===== config.mk =====
export PLATFORM = sky130hd
export DESIGN_NAME = spike_rate_decoder_flat
export DESIGN_NICKNAME = d
export VERILOG_FILES = /design/src/rtl/spike_rate_decoder_pkg.sv /design/src/rtl/spike_rate_decoder_if.sv /design/src/rtl/spike_rate_decoder_sat_counter.sv /design/src/rtl/spike_rate_decoder.sv /design/src/flat_wrapper.sv
export SDC_FILE = /design/constraint.sdc
export NUM_CORES = 1
export LEC_CHECK = 0
export ABC_AREA = 1
export CELL_PAD_IN_SITES_DETAIL_PLACEMENT = 0
export CELL_PAD_IN_SITES_GLOBAL_PLACEMENT = 2
export CORE_ASPECT_RATIO = 0.8
export CORE_MARGIN = 4
export CORE_UTILIZATION = 36
export DETAILED_ROUTE_END_ITERATION = 7
export PLACE_DENSITY_LB_ADDON = 0.05
export REMOVE_ABC_BUFFERS = 1
export SLEW_MARGIN = 30
export SYNTH_ARGS = -nofsm -noshare
export SYNTH_HDL_FRONTEND = slang
export SYNTH_SLANG_ARGS = --single-unit

===== constraint.sdc =====
create_clock -name clk -period 2.7 [get_ports clk]
set_input_delay 0.27 -clock clk [delete_from_list [all_inputs] [get_ports clk]]
set_output_delay 0.27 -clock clk [all_outputs]
set_load 0.01 [all_outputs]

===== src/rtl/spike_rate_decoder_pkg.sv =====
// Shared types, default widths and the saturating-increment helper
// used across the spike rate decoder.
package spike_decoder_pkg;

  typedef enum logic {
    IDLE  = 1'b0,
    COUNT = 1'b1
  } state_t;

  localparam int unsigned DEF_WIN_W = 8;
  localparam int unsigned DEF_CNT_W = 8;
  localparam int unsigned DEF_ISI_W = 8;

  // Increment v by one, clamping at the all-ones value of a w-bit field.
  function automatic logic [31:0] sat_inc(input logic [31:0] v, input int unsigned w);
    logic [31:0] max_v;
    max_v = (32'd1 << w) - 32'd1;
    return (v >= max_v) ? max_v : v + 32'd1;
  endfunction

endpackage


===== src/rtl/spike_rate_decoder_if.sv =====
// Result port of the decoder: rate/ISI payload with a valid/ready
// handshake plus the sticky overrun flag.
interface spike_rate_decoder_if
  import spike_decoder_pkg::*;
#(
  parameter int unsigned CNT_W = DEF_CNT_W,
  parameter int unsigned ISI_W = DEF_ISI_W
);
  logic [CNT_W-1:0] rate;
  logic [ISI_W-1:0] last_isi;
  logic             out_valid;
  logic             out_ready;
  logic             overrun;

  modport master (
    output rate, last_isi, out_valid, overrun,
    input  out_ready
  );

  modport slave (
    input  rate, last_isi, out_valid, overrun,
    output out_ready
  );
endinterface


===== src/rtl/spike_rate_decoder_sat_counter.sv =====
// Saturating up-counter with synchronous clear; clear wins over increment.
module sat_counter
  import spike_decoder_pkg::*;
#(
  parameter int unsigned W = 8
) (
  input  logic         clk,
  input  logic         rst,
  input  logic         inc,
  input  logic         clr,
  output logic [W-1:0] value
);

  always_ff @(posedge clk or posedge rst) begin
    if (rst) begin
      value <= '0;
    end else if (clr) begin
      value <= '0;
    end else if (inc) begin
      value <= W'(sat_inc(32'(value), W));
    end
  end

endmodule


===== src/rtl/spike_rate_decoder.sv =====
// Spike rate decoder: counts spikes per window, tracks the latest
// inter-spike interval and presents each window result on a valid/ready port.
module spike_rate_decoder
  import spike_decoder_pkg::*;
#(
  parameter int unsigned WIN_W = DEF_WIN_W,
  parameter int unsigned CNT_W = DEF_CNT_W,
  parameter int unsigned ISI_W = DEF_ISI_W
) (
  input  logic                  clk,
  input  logic                  rst,
  input  logic                  enable,
  input  logic                  clear,
  input  logic                  spike,
  input  logic [WIN_W-1:0]      window_len,
  spike_rate_decoder_if.master  res
);

  state_t state, state_next;

  logic [WIN_W-1:0] win_reg, cyc_cnt;
  logic [CNT_W-1:0] spk_cnt, spk_final, rate;
  logic [ISI_W-1:0] isi_cnt, isi_reg, isi_next, last_isi;
  logic             seen_spike, out_valid, overrun;
  logic             in_count, complete, load, cnt_clr, isi_clr;

  assign in_count = (state == COUNT);
  assign complete = in_count && (cyc_cnt == win_reg - WIN_W'(1));
  assign load     = complete && !clear && (!out_valid || res.out_ready);

  // Window counters also clear on completion: the completing cycle's spike
  // goes into spk_final, not into the next window.
  assign cnt_clr  = clear || !in_count || !enable || complete;
  assign isi_clr  = clear || !in_count || !enable || spike;

  assign spk_final = spike ? CNT_W'(sat_inc(32'(spk_cnt), CNT_W)) : spk_cnt;

  always_comb begin
    isi_next = isi_reg;
    if (in_count && spike) begin
      isi_next = seen_spike ? ISI_W'(sat_inc(32'(isi_cnt), ISI_W)) : '0;
    end
  end

  sat_counter #(.W(WIN_W)) u_cyc (
    .clk(clk), .rst(rst), .inc(in_count), .clr(cnt_clr), .value(cyc_cnt)
  );

  sat_counter #(.W(CNT_W)) u_spk (
    .clk(clk), .rst(rst), .inc(in_count && spike), .clr(cnt_clr), .value(spk_cnt)
  );

  sat_counter #(.W(ISI_W)) u_isi (
    .clk(clk), .rst(rst), .inc(in_count), .clr(isi_clr), .value(isi_cnt)
  );

  always_comb begin
    state_next = state;
    case (state)
      IDLE:    if (enable)  state_next = COUNT;
      COUNT:   if (!enable) state_next = IDLE;
      default: state_next = IDLE;
    endcase
    if (clear) state_next = IDLE;
  end

  always_ff @(posedge clk or posedge rst) begin
    if (rst) begin
      state      <= IDLE;
      win_reg    <= '0;
      seen_spike <= 1'b0;
      isi_reg    <= '0;
    end else begin
      state <= state_next;
      if (enable && !clear && (!in_count || complete)) begin
        win_reg <= (window_len == '0) ? WIN_W'(1) : window_len;
      end
      if (clear || !in_count || !enable) begin
        seen_spike <= 1'b0;
      end else if (spike) begin
        seen_spike <= 1'b1;
      end
      if (!clear) begin
        isi_reg <= isi_next;
      end
    end
  end

  always_ff @(posedge clk or posedge rst) begin
    if (rst) begin
      rate      <= '0;
      last_isi  <= '0;
      out_valid <= 1'b0;
      overrun   <= 1'b0;
    end else if (clear) begin
      out_valid <= 1'b0;
      overrun   <= 1'b0;
    end else if (load) begin
      rate      <= spk_final;
      last_isi  <= isi_next;
      out_valid <= 1'b1;
    end else if (complete) begin
      overrun   <= 1'b1;
    end else if (out_valid && res.out_ready) begin
      out_valid <= 1'b0;
    end
  end

  assign res.rate      = rate;
  assign res.last_isi  = last_isi;
  assign res.out_valid = out_valid;
  assign res.overrun   = overrun;

endmodule


===== src/flat_wrapper.sv =====
// flat-port wrapper written by rule: the top's interface ports become plain ports
module spike_rate_decoder_flat import spike_decoder_pkg::*;
#(
  parameter int unsigned WIN_W = DEF_WIN_W,
  parameter int unsigned CNT_W = DEF_CNT_W,
  parameter int unsigned ISI_W = DEF_ISI_W
)
  (clk, rst, enable, clear, spike, window_len, res_rate, res_last_isi, res_out_valid, res_overrun, res_out_ready);
  spike_rate_decoder_if #(.CNT_W(CNT_W), .ISI_W(ISI_W)) res_i ();
  input  logic clk;
  input  logic rst;
  input  logic enable;
  input  logic clear;
  input  logic spike;
  input  logic [WIN_W-1:0] window_len;
  output wire logic [$bits(res_i.rate)-1:0] res_rate;
  output wire logic [$bits(res_i.last_isi)-1:0] res_last_isi;
  output wire logic [$bits(res_i.out_valid)-1:0] res_out_valid;
  output wire logic [$bits(res_i.overrun)-1:0] res_overrun;
  input wire logic [$bits(res_i.out_ready)-1:0] res_out_ready;
  assign res_rate = res_i.rate;
  assign res_last_isi = res_i.last_isi;
  assign res_out_valid = res_i.out_valid;
  assign res_overrun = res_i.overrun;
  assign res_i.out_ready = res_out_ready;
  spike_rate_decoder #(.WIN_W(WIN_W), .CNT_W(CNT_W), .ISI_W(ISI_W)) u_core (.clk(clk), .rst(rst), .enable(enable), .clear(clear), .spike(spike), .window_len(window_len), .res(res_i));
endmodule

After elaboration in Yosys (flattened, before gate mapping)
Cells that the tools add are included.
{ "totals": {"reg_bits": 60, "output_inout_bits": 18, "elab_cells": 73} }
{ "op_classes": {"n_addsub": 4, "order_cmp": 3, "n_eq_ne": 3, "n_mux": 24, "bitwise_logic": 1, "n_reduce_logical": 27} }
{ "op_table": {"columns": ["operator", "count"], "rows": [
  ["$mux W8", 13],
  ["$add A8 B1 Y8 const B", 3],
  ["$ge A8 B8 Y1 const B", 3],
  ["$mux W1", 11],
  ["$reduce_bool A2 Y1", 5],
  ["$eq A8 B8 Y1", 1],
  ["$logic_not A8 Y1", 1],
  ["$sub A8 B1 Y8 const B", 1],
  ["$logic_and A1 B1 Y1", 7],
  ["$logic_or A1 B1 Y1", 6],
  ["$reduce_and A2 Y1", 3],
  ["$logic_not A1 Y1", 4],
  ["$ne A3 B3 Y1 const B", 1],
  ["$reduce_bool A3 Y1", 1],
  ["$ne A2 B2 Y1 const B", 1],
  ["$not A1 Y1", 1]
]} }

Depth between registers and ports, before layout
Gate-level depths: netlist of the first run.
{ "depth": {"word_depth": 7, "ltp_mapped": 13, "depth_no_buf": 13} }

By module
Synthesis of the first run repeated with hierarchy kept, for this count alone.
{ "unflattened": {"cells_unflattened": 546, "hier_area_um2": 3861.2} }
{ "modules_own_cells": {"columns": ["module", "n_inst", "cells_each", "area_per_inst_um2", "seq_area_each_um2"], "rows": [
  ["spike_rate_decoder", 1, 339, 2404.8, 900.9],
  ["sat_counter", 3, 69, 485.5, 200.2]
]} }

Worst setup path after synthesis of the first run
No wires, ideal clock.
{ "synth_timing": {"path_type": "register -> register", "startpoint": "register u_core.win_reg[0]", "endpoint": "register u_core.rate[0], in the netlist u_core.res.rate[0]", "setup_ps": 119, "arrival_time_ps": 1632, "required_ps": 2581, "slack_ps": 949, "stages_incl_launch_ff": 12, "period_less_slack_ps": 1751, "cell_sequence": "dfrtp_1 inv_2 ha_1 xor2_1 nand2_1 nand2_1 nand2_1 nor2_4 nand4_4 buf_6 nand2_1 nand2_1"} }
{ "synth_between": {"elab_chain_len": 6} }
{ "synth_lines": {"columns": ["element", "line_no", "source"], "rows": [
  ["from (decl)", "spike_rate_decoder.sv:21", "logic [WIN_W-1:0] win_reg, cyc_cnt;"],
  ["from (signal assigned)", "spike_rate_decoder.sv:76", "win_reg <= (window_len == '0) ? WIN_W'(1) : window_len;"],
  ["$sub A8 B1 Y8", "spike_rate_decoder.sv:28", "assign complete = in_count && (cyc_cnt == win_reg - WIN_W'(1));"],
  ["$eq A8 B8 Y1", "spike_rate_decoder.sv:28", null],
  ["$logic_and A1 B1 Y1", "spike_rate_decoder.sv:28", null],
  ["$logic_and A1 B1 Y1 (2 in a row)", "spike_rate_decoder.sv:29", "assign load = complete && !clear && (!out_valid || res.out_ready);"],
  ["$reduce_and A2 Y1 (no line)", null, null],
  ["to (signal assigned)", "spike_rate_decoder.sv:99", "rate <= spk_final;"],
  ["to (decl)", "spike_rate_decoder.sv:22", "logic [CNT_W-1:0] spk_cnt, spk_final, rate;"]
]} }
No other way between the ends.
A chain may end at the register's enable or synchronous reset.

Worst setup path in the final report of the first run
{ "layout_timing": {"startpoint": "register u_core.win_reg[1]", "endpoint": "register u_core.out_valid, in the netlist u_core.res.out_valid"} }
{ "layout_between": {"elab_chain_len": 7, "elab_cells_between_ends": 10, "cone_classes": "add/sub: 1; eq/ne: 2; mux: 2; reduce/logical: 5"} }
{ "layout_lines": {"columns": ["element", "line_no", "source"], "rows": [
  ["$sub A8 B1 Y8 *", "spike_rate_decoder.sv:28", null],
  ["$eq A8 B8 Y1 *", "spike_rate_decoder.sv:28", null],
  ["$logic_and A1 B1 Y1 *", "spike_rate_decoder.sv:28", null],
  ["$logic_and A1 B1 Y1 (2 in a row)", "spike_rate_decoder.sv:29", null],
  ["$ne A3 B3 Y1 (no line) (tied with other cells)", null, null],
  ["$reduce_and A2 Y1 (no line) / $mux W1 (equally long branches)", null, null],
  ["to (signal assigned)", "spike_rate_decoder.sv:93", "out_valid <= 1'b0;"],
  ["to (signal assigned)", "spike_rate_decoder.sv:96", "out_valid <= 1'b0;"],
  ["to (signal assigned)", "spike_rate_decoder.sv:101", "out_valid <= 1'b1;"],
  ["to (decl)", "spike_rate_decoder.sv:24", "logic seen_spike, out_valid, overrun;"]
]} }
Mark *: on every way between the ends. The rest lies on a longest branch, timed or not.

==> results by group, run 1 <==
Run status
  – Status: complete, no violations

Clocking
  – Clock buffers created by TritonCTS: 9
  – Post-cts gate resize count: 0
  – Number of hold buffers added after cts: 0
  – Number of levels in the clock H-tree: 3
  – Max Root-Sink Buffers: 2
  – CTS Root Cell: sky130_fd_sc_hd__clkbuf_16
  – Number of clock sinks: 60
  – Clock slew seen by the registers of the worst setup and hold paths: approximately 0.05 ns
  – Worst-skew pair later-pin latency: roughly 0.32 ns
  – Number of buffers inserted to repair setup after CTS: 0
  – Clock tree from TritonCTS: built

Logic synthesis
  – Count of mapped cells out of synthesis: around 430
  – Number of storage elements in the synthesis netlist: 60
  – Mean instance size in the synthesized netlist: around 7.7 sq um
  – Fraction of the yosys area taken by sequential cells: 0.451
  – Top area cells in the synthesized netlist: sky130_fd_sc_hd__dfrtp_1, sky130_fd_sc_hd__nand2_1, sky130_fd_sc_hd__inv_1, sky130_fd_sc_hd__nor2_1, sky130_fd_sc_hd__nand3_1
  – Largest area contributor in the netlist: sky130_fd_sc_hd__dfrtp_1
  – Cell area after synthesis: roughly 3300 sq um
  – Async set-reset flop share out of synthesis: 1.00
  – Count of flip-flops with a built-in enable after synthesis: 0
  – YS warnings: 0
  – Count of cell types in the netlist: 34
  – Synth top area share: 0.451
  – Primary flip-flop cell chosen by synthesis mapping: sky130_fd_sc_hd__dfrtp_1

Power and ir drop
  – Worst-case vdd ir drop: 0.348 mV
  – Pwr per Cell Area: around 620 nW/um^2
  – Leakage dissipation: a little under 2 nW

Critical path
  – Peak fanout along the critical path: 17
  – Setup slack of the worst register-to-register path: around 0.66 ns
  – Critical path class: reg2reg
  – Slowest stage cell, crit path: sky130_fd_sc_hd__dfrtp_1
  – CP dominant cell by count: sky130_fd_sc_hd__nand2_1
  – Startpoint types: flip-flop
  – CP Data Required Time: around 3.0 ns
  – Slowest cell delay on critical path: roughly 0.44 ns
  – Signal arrival time at the worst endpoint: approximately 2.3 ns
  – Chain of cells forming the critical path: inv_1, ha_1, or2_2, nand2_1, nor2_1, nand2_1, nor2_1, nand3_1, nor2_4, nand2_1, a21oi_1
  – Kind of end point of the critical path: flip-flop

Drt
  – DRT iter0 DRCs: 154
  – DRC violations left: 0
  – Vias: 2838
  – Routed length per instance: approximately 14 um
  – Number of iterations in the first detailed-routing pass: 4
  – Routed WL: 8480 um
  – Post-detailed-route count of antenna-violating nets: 0
  – Vias per std cell: 4.83

Finish
  – Area growth syn-to-layout: 23.0%
  – Most used cells in the layout excluding fill and tap cells: sky130_fd_sc_hd__nand2_1, sky130_fd_sc_hd__dfrtp_1, sky130_fd_sc_hd__inv_1
  – Diodes inserted: 0
  – Commonest non-fill, non-tap cell in the layout: sky130_fd_sc_hd__nand2_1
  – Layout cells sized above 1: 0.0951
  – Finished layout cell area: approximately 4000 sq um
  – FILL cells: around 930
  – FF+latch area: around 1500 sq um
  – Post-layout net count: about 490
  – Area taken by multi-input logic gates: around 1600 sq um

Floorplan
  – Row count: 31
  – Die Footprint: around 11000 sq um
  – Die H: approximately 94 um
  – Core region area: about 9000 sq um
  – Starting density of the core: 0.368
  – # IOs: 32
  – Die boundary width: between 100 and 150 um

STA
  – Fmax: between 400 and 500 MHz
  – Setup clock skew after layout: between 0.008 and 0.009 ns
  – Final Cycle Share: 0.756
  – Total Negative Setup Slacks: 0 ns
  – Transition at the pin with the smallest max-transition slack: 0.578 ns
  – Smallest hold slack: roughly 0.33 ns
  – Hold Fails Final Rpt: 0
  – Setup repair after global routing missed its margin: false
  – Clock period minus worst slack: between 2 and 2.5 ns
  – Count of endpoints failing setup in the final report: 0
  – Final-report max-slew violation count: 0
  – Max_slew headroom: 0.614

Placement
  – Sum of net half-perimeters after detailed placement: between 5000 and 6000 um
  – Port Buffers: 31
  – Final RePlAce weighted congestion: 0.743
  – Placed inst area: between 3000 and 4000 sq um

Global routing
  – Largest net degree at the start of global routing: 39
  – Wire length of the first global-routing pass: 14400 um
  – Number of global-route vias before repair: around 2.8k
  – Global Route Usage Sum: 0.172
  – Antenna violations before repair: 0
  – Final global-route overflow total: 0

Hold path
  – Path type of the worst min-delay path: in2async

Job
  – Max-cap viol count: 0
-- logic make-up (layout without fill, tap and decap cells) --
| family | Yosys count | after routing | synth area share |
|---|---|---|---|
| flops | 60 | 60 | 0.451 |
| buf+inv | 65 | 106 | 0.0830 |
| xor+xnor | 9 | 9 | 0.0237 |
| mux | 1 | 1 | 0.00301 |
| simple gates | 245 | 245 | 0.345 |
| compound gates | 48 | 48 | 0.0797 |
| fa+ha+maj | 4 | 4 | 0.0150 |
-- where the power goes --
group	leakage, nW	internal [mW]	switching (mW)
clock network	0.169	0.880	0.402
registers	0.824	0.928	0.0398
logic	0.997	0.110	0.184
total	1.99	1.92	0.626
-- critical path: cells and delay by family (launching register included) --
kind | cells | cell delay, ns
flops | 1 | 0.44
compound gates | 1 | 0.14
fa+ha+maj | 1 | 0.28
buf+inv | 1 | 0.07
simple gates | 8 | 1.03
-- area by class of cell --
cell class / instances / share of cell area
Sequential cell: 60 / 0.367
Timing Repair Buffer: 36 / 0.0880
Multi-Input combinational cell: 307 / 0.379
Inverter: 54 / 0.0495
Clock buffer: 12 / 0.0651
Tap cell: 115 / 0.0351
Clock inverter: 4 / 0.0171
-- through the flow --
step / instances / power (mW) / setup slack, ns / utilization
6_report: 588 / 2.54 / 0.659 / 0.453
5_1_grt: 588 / 2.67 / 0.384 / 0.453
4_1_cts: 588 / 2.57 / 0.632 / 0.453
3_3_place_gp: 572 / 1.28 / 0.676 / 0.416
3_5_place_dp: 572 / 1.28 / 0.660 / 0.416
2_1_floorplan: 421 / 1.18 / 0.945 / -
-- layer usage --
metal / track usage / wire (um)
met1: 0.268 / 4650
met2: 0.233 / 3350
met3: 0.0412 / 387
met4: 0.0469 / 88
met5: 0 / 0
-- path summary, 6_finish.rpt --
path / startpoint / end / cells after the start
max in group asynchronous: rst / u_core.res.rate[4]$_DFFE_PP0P_ / 3
max reg2reg: u_core.win_reg[1]$_DFFE_PP0P_ / u_core.res.out_valid$_DFFE_PP0P_ / 11
min in group clk: u_core.res.last_isi[0]$_DFFE_PP0P_ / u_core.res.last_isi[0]$_DFFE_PP0P_ / 2
min: rst / u_core.win_reg[5]$_DFFE_PP0P_ / 2
min reg2reg: u_core.res.last_isi[0]$_DFFE_PP0P_ / u_core.res.last_isi[0]$_DFFE_PP0P_ / 2
max: u_core.win_reg[1]$_DFFE_PP0P_ / u_core.res.out_valid$_DFFE_PP0P_ / 11
-- synthesized netlist by cell type, types with 5 or more instances --
| cell type | number |
|---|---|
| sky130_fd_sc_hd__nand2_1 | 124 |
| sky130_fd_sc_hd__o22ai_1 | 6 |
| sky130_fd_sc_hd__nand4_1 | 23 |
| sky130_fd_sc_hd__nand3_1 | 30 |
| sky130_fd_sc_hd__inv_1 | 53 |
| sky130_fd_sc_hd__a21oi_1 | 14 |
| sky130_fd_sc_hd__xnor2_1 | 5 |
| sky130_fd_sc_hd__nor2_1 | 41 |
| sky130_fd_sc_hd__o21ai_0 | 19 |
| sky130_fd_sc_hd__dfrtp_1 | 60 |
No activity file was read; power rests on OpenSTA's default activity.
==> run 2, diff against run 1 <==
CORE_UTILIZATION = 30   (was 36)
clock period = 1.7 ns   (was 2.7 ns; I/O delays follow)
==> results by group, run 2 (synthesized netlist as in run 1, its figures left out) <==
STA
  – Clock period minus worst slack: roughly 1.7 ns
  – Final-report max-slew violation count: 0
  – Setup clock skew after layout: ~0.0074 ns
  – Count of endpoints failing setup in the final report: 33
  – Hold Fails Final Rpt: 0
  – Final Cycle Share: 1.03
  – Max_slew headroom: 0.740
  – Post-route worst setup slack: -0.0427 ns
  – Fmax: about 570 MHz
  – Transition at the pin with the smallest max-transition slack: approximately 0.39 ns
  – Setup repair after global routing missed its margin: true

Floorplan
  – # IOs: 32
  – Starting density of the core: 0.307
  – Die boundary width: approximately 130 um
  – Core region area: between 10000 and 15000 sq um
  – Die H: between 100 and 150 um
  – Row count: 34
  – Die Footprint: 12900 sq um

Clocking
  – Worst-skew pair later-pin latency: ~0.33 ns
  – Clock tree from TritonCTS: built
  – Number of hold buffers added after cts: 0
  – Clock buffers created by TritonCTS: 9
  – Number of clock sinks: 60
  – Max Root-Sink Buffers: 2
  – Number of levels in the clock H-tree: 3
  – CTS Root Cell: sky130_fd_sc_hd__clkbuf_16
  – Clock slew seen by the registers of the worst setup and hold paths: roughly 0.060 ns

Drt
  – Number of iterations in the first detailed-routing pass: 4
  – DRT iter0 DRCs: roughly 110
  – Vias per std cell: roughly 4.5
  – Routed length per instance: 13.3 um
  – DRC violations left: 0
  – Routed WL: ~8600 um
  – Vias: roughly 2.9k
  – Post-detailed-route count of antenna-violating nets: 0

Global routing
  – Antenna violations before repair: 0
  – Number of global-route vias before repair: between 2k and 3k
  – Global Route Usage Sum: 0.145
  – Wire length of the first global-routing pass: 14600 um
  – Final global-route overflow total: 0
  – Largest net degree at the start of global routing: 28

Placement
  – Port Buffers: 31
  – Sum of net half-perimeters after detailed placement: 6380 um
  – Final RePlAce weighted congestion: about 0.73
  – Placed inst area: about 4000 sq um

Finish
  – Area growth syn-to-layout: 33.2%
  – Layout cells sized above 1: 0.176
  – Most used cells in the layout excluding fill and tap cells: sky130_fd_sc_hd__nand2_1, sky130_fd_sc_hd__dfrtp_1, sky130_fd_sc_hd__inv_1
  – Finished layout cell area: roughly 4400 sq um
  – Post-layout net count: 512
  – Commonest non-fill, non-tap cell in the layout: sky130_fd_sc_hd__nand2_1
  – Diodes inserted: 0

Critical path
  – CP Data Required Time: about 1.9 ns
  – Critical path class: reg2reg
  – Chain of cells forming the critical path: buf_4, nor2_4, nand2_4, nor2_2, nand2_1, nand2_2, nand2_2, nor2_4, nand2_4, nand2_8, nand2_8, nand2_1, nand2_1
  – Slowest cell delay on critical path: around 0.37 ns
  – Signal arrival time at the worst endpoint: 1.96 ns
  – Startpoint types: flip-flop
  – CP dominant cell by count: sky130_fd_sc_hd__nand2_1
  – Peak fanout along the critical path: 9
  – CP Buf/Inv Count: 1
  – Kind of end point of the critical path: flip-flop
  – Slowest stage cell, crit path: sky130_fd_sc_hd__dfrtp_1
  – Kind of cell adding the most delay to the critical path: simple AND/OR/NAND/NOR gates

Run status
  – Violated checks: negative setup slack
  – Status: finished with violations

Power and ir drop
  – Total chip power: just over 4 mW
  – Worst-case vdd ir drop: 0.524 mV
  – Pwr per Cell Area: around 920 nW/um^2
  – Leakage dissipation: 2.11 nW

Hold path
  – Path type of the worst min-delay path: in2async

Job
  – Max-cap viol count: 0
run 2: worst paths after layout:
| path | from | end | slack (ns) | depth (start not counted) |
|---|---|---|---|---|
| setup / recovery | u_core.win_reg[1]$_DFFE_PP0P_ | u_core.win_reg[1]$_DFFE_PP0P_ | -0.04 | 13 |
| hold / removal | rst | u_core.res.last_isi[6]$_DFFE_PP0P_ | 0.11 | 2 |
| setup reg to reg | u_core.win_reg[1]$_DFFE_PP0P_ | u_core.win_reg[1]$_DFFE_PP0P_ | -0.04 | 13 |
| hold reg to reg | u_core.res.rate[7]$_DFFE_PP0P_ | u_core.res.rate[7]$_DFFE_PP0P_ | 0.48 | 2 |
| max in group asynchronous | rst | u_core.win_reg[3]$_DFFE_PP0P_ | 1.12 | 3 |
| min in group clk | window_len[5] | u_core.win_reg[5]$_DFFE_PP0P_ | 0.45 | 3 |
run 2: area by class of cell:
type	instances	area (sq um)
Tap cell	144	180
Inverter	54	203
Sequential cell	60	1510
Fill cell	1138	6410
Timing Repair Buffer	62	597
Clock inverter	6	88.8
Clock buffer	10	229
Multi-Input combinational cell	307	1630
run 2: per-stage QoR:
step | hold slack, ns | cells | setup WS (ns) | util | TNS (ns)
global route | 0.146 | 643 | -0.181 | 0.409 | -5.29
finish | 0.106 | 643 | -0.0427 | 0.409 | -0.845
global placement | 0.466 | 624 | -0.125 | 0.368 | -2.97
CTS | 0.100 | 641 | -0.0533 | 0.402 | -1.29
detailed placement | 0.457 | 624 | -0.153 | 0.368 | -3.96
floorplan | 0.233 | 421 | -0.0551 | - | -0.763
run 2: metal layers:
metal / track usage / share of wire / up-vias
li1: - / - / 1516
met1: 0.221 / 0.55 / 1317
met2: 0.192 / 0.39 / 52
met3: 0.0491 / 0.053 / 5
met4: 0.0371 / 0.0093 / 0
met5: 0 / 0 / -
run 2: where the power goes:
group | total (mW) | switching (mW) | internal [mW]
combinational | 0.604 | 0.344 | 0.260
clock | 1.94 | 0.654 | 1.28
sequential | 1.53 | 0.0505 | 1.48
total | 4.07 | 1.05 | 3.02
run 2: worst register-to-register path, stage by stage, from the launching register on:
cell                      delay [ns]
sky130_fd_sc_hd__dfrtp_1        0.37
sky130_fd_sc_hd__buf_4          0.15
sky130_fd_sc_hd__nor2_4         0.15
sky130_fd_sc_hd__nand2_4        0.08
sky130_fd_sc_hd__nor2_2         0.10
sky130_fd_sc_hd__nand2_1        0.06
sky130_fd_sc_hd__nand2_2        0.09
sky130_fd_sc_hd__nand2_2        0.06
sky130_fd_sc_hd__nor2_4         0.15
sky130_fd_sc_hd__nand2_4        0.11
sky130_fd_sc_hd__nand2_8        0.12
sky130_fd_sc_hd__nand2_8        0.08
sky130_fd_sc_hd__nand2_1        0.06
sky130_fd_sc_hd__nand2_1        0.05
run 2: repair_timing:
action	in CTS	in global routing
setup buffers	1	2
endpoints found under the setup margin	42	48
gates cloned	0	0
resized for setup	4	20
pin swaps	1	1
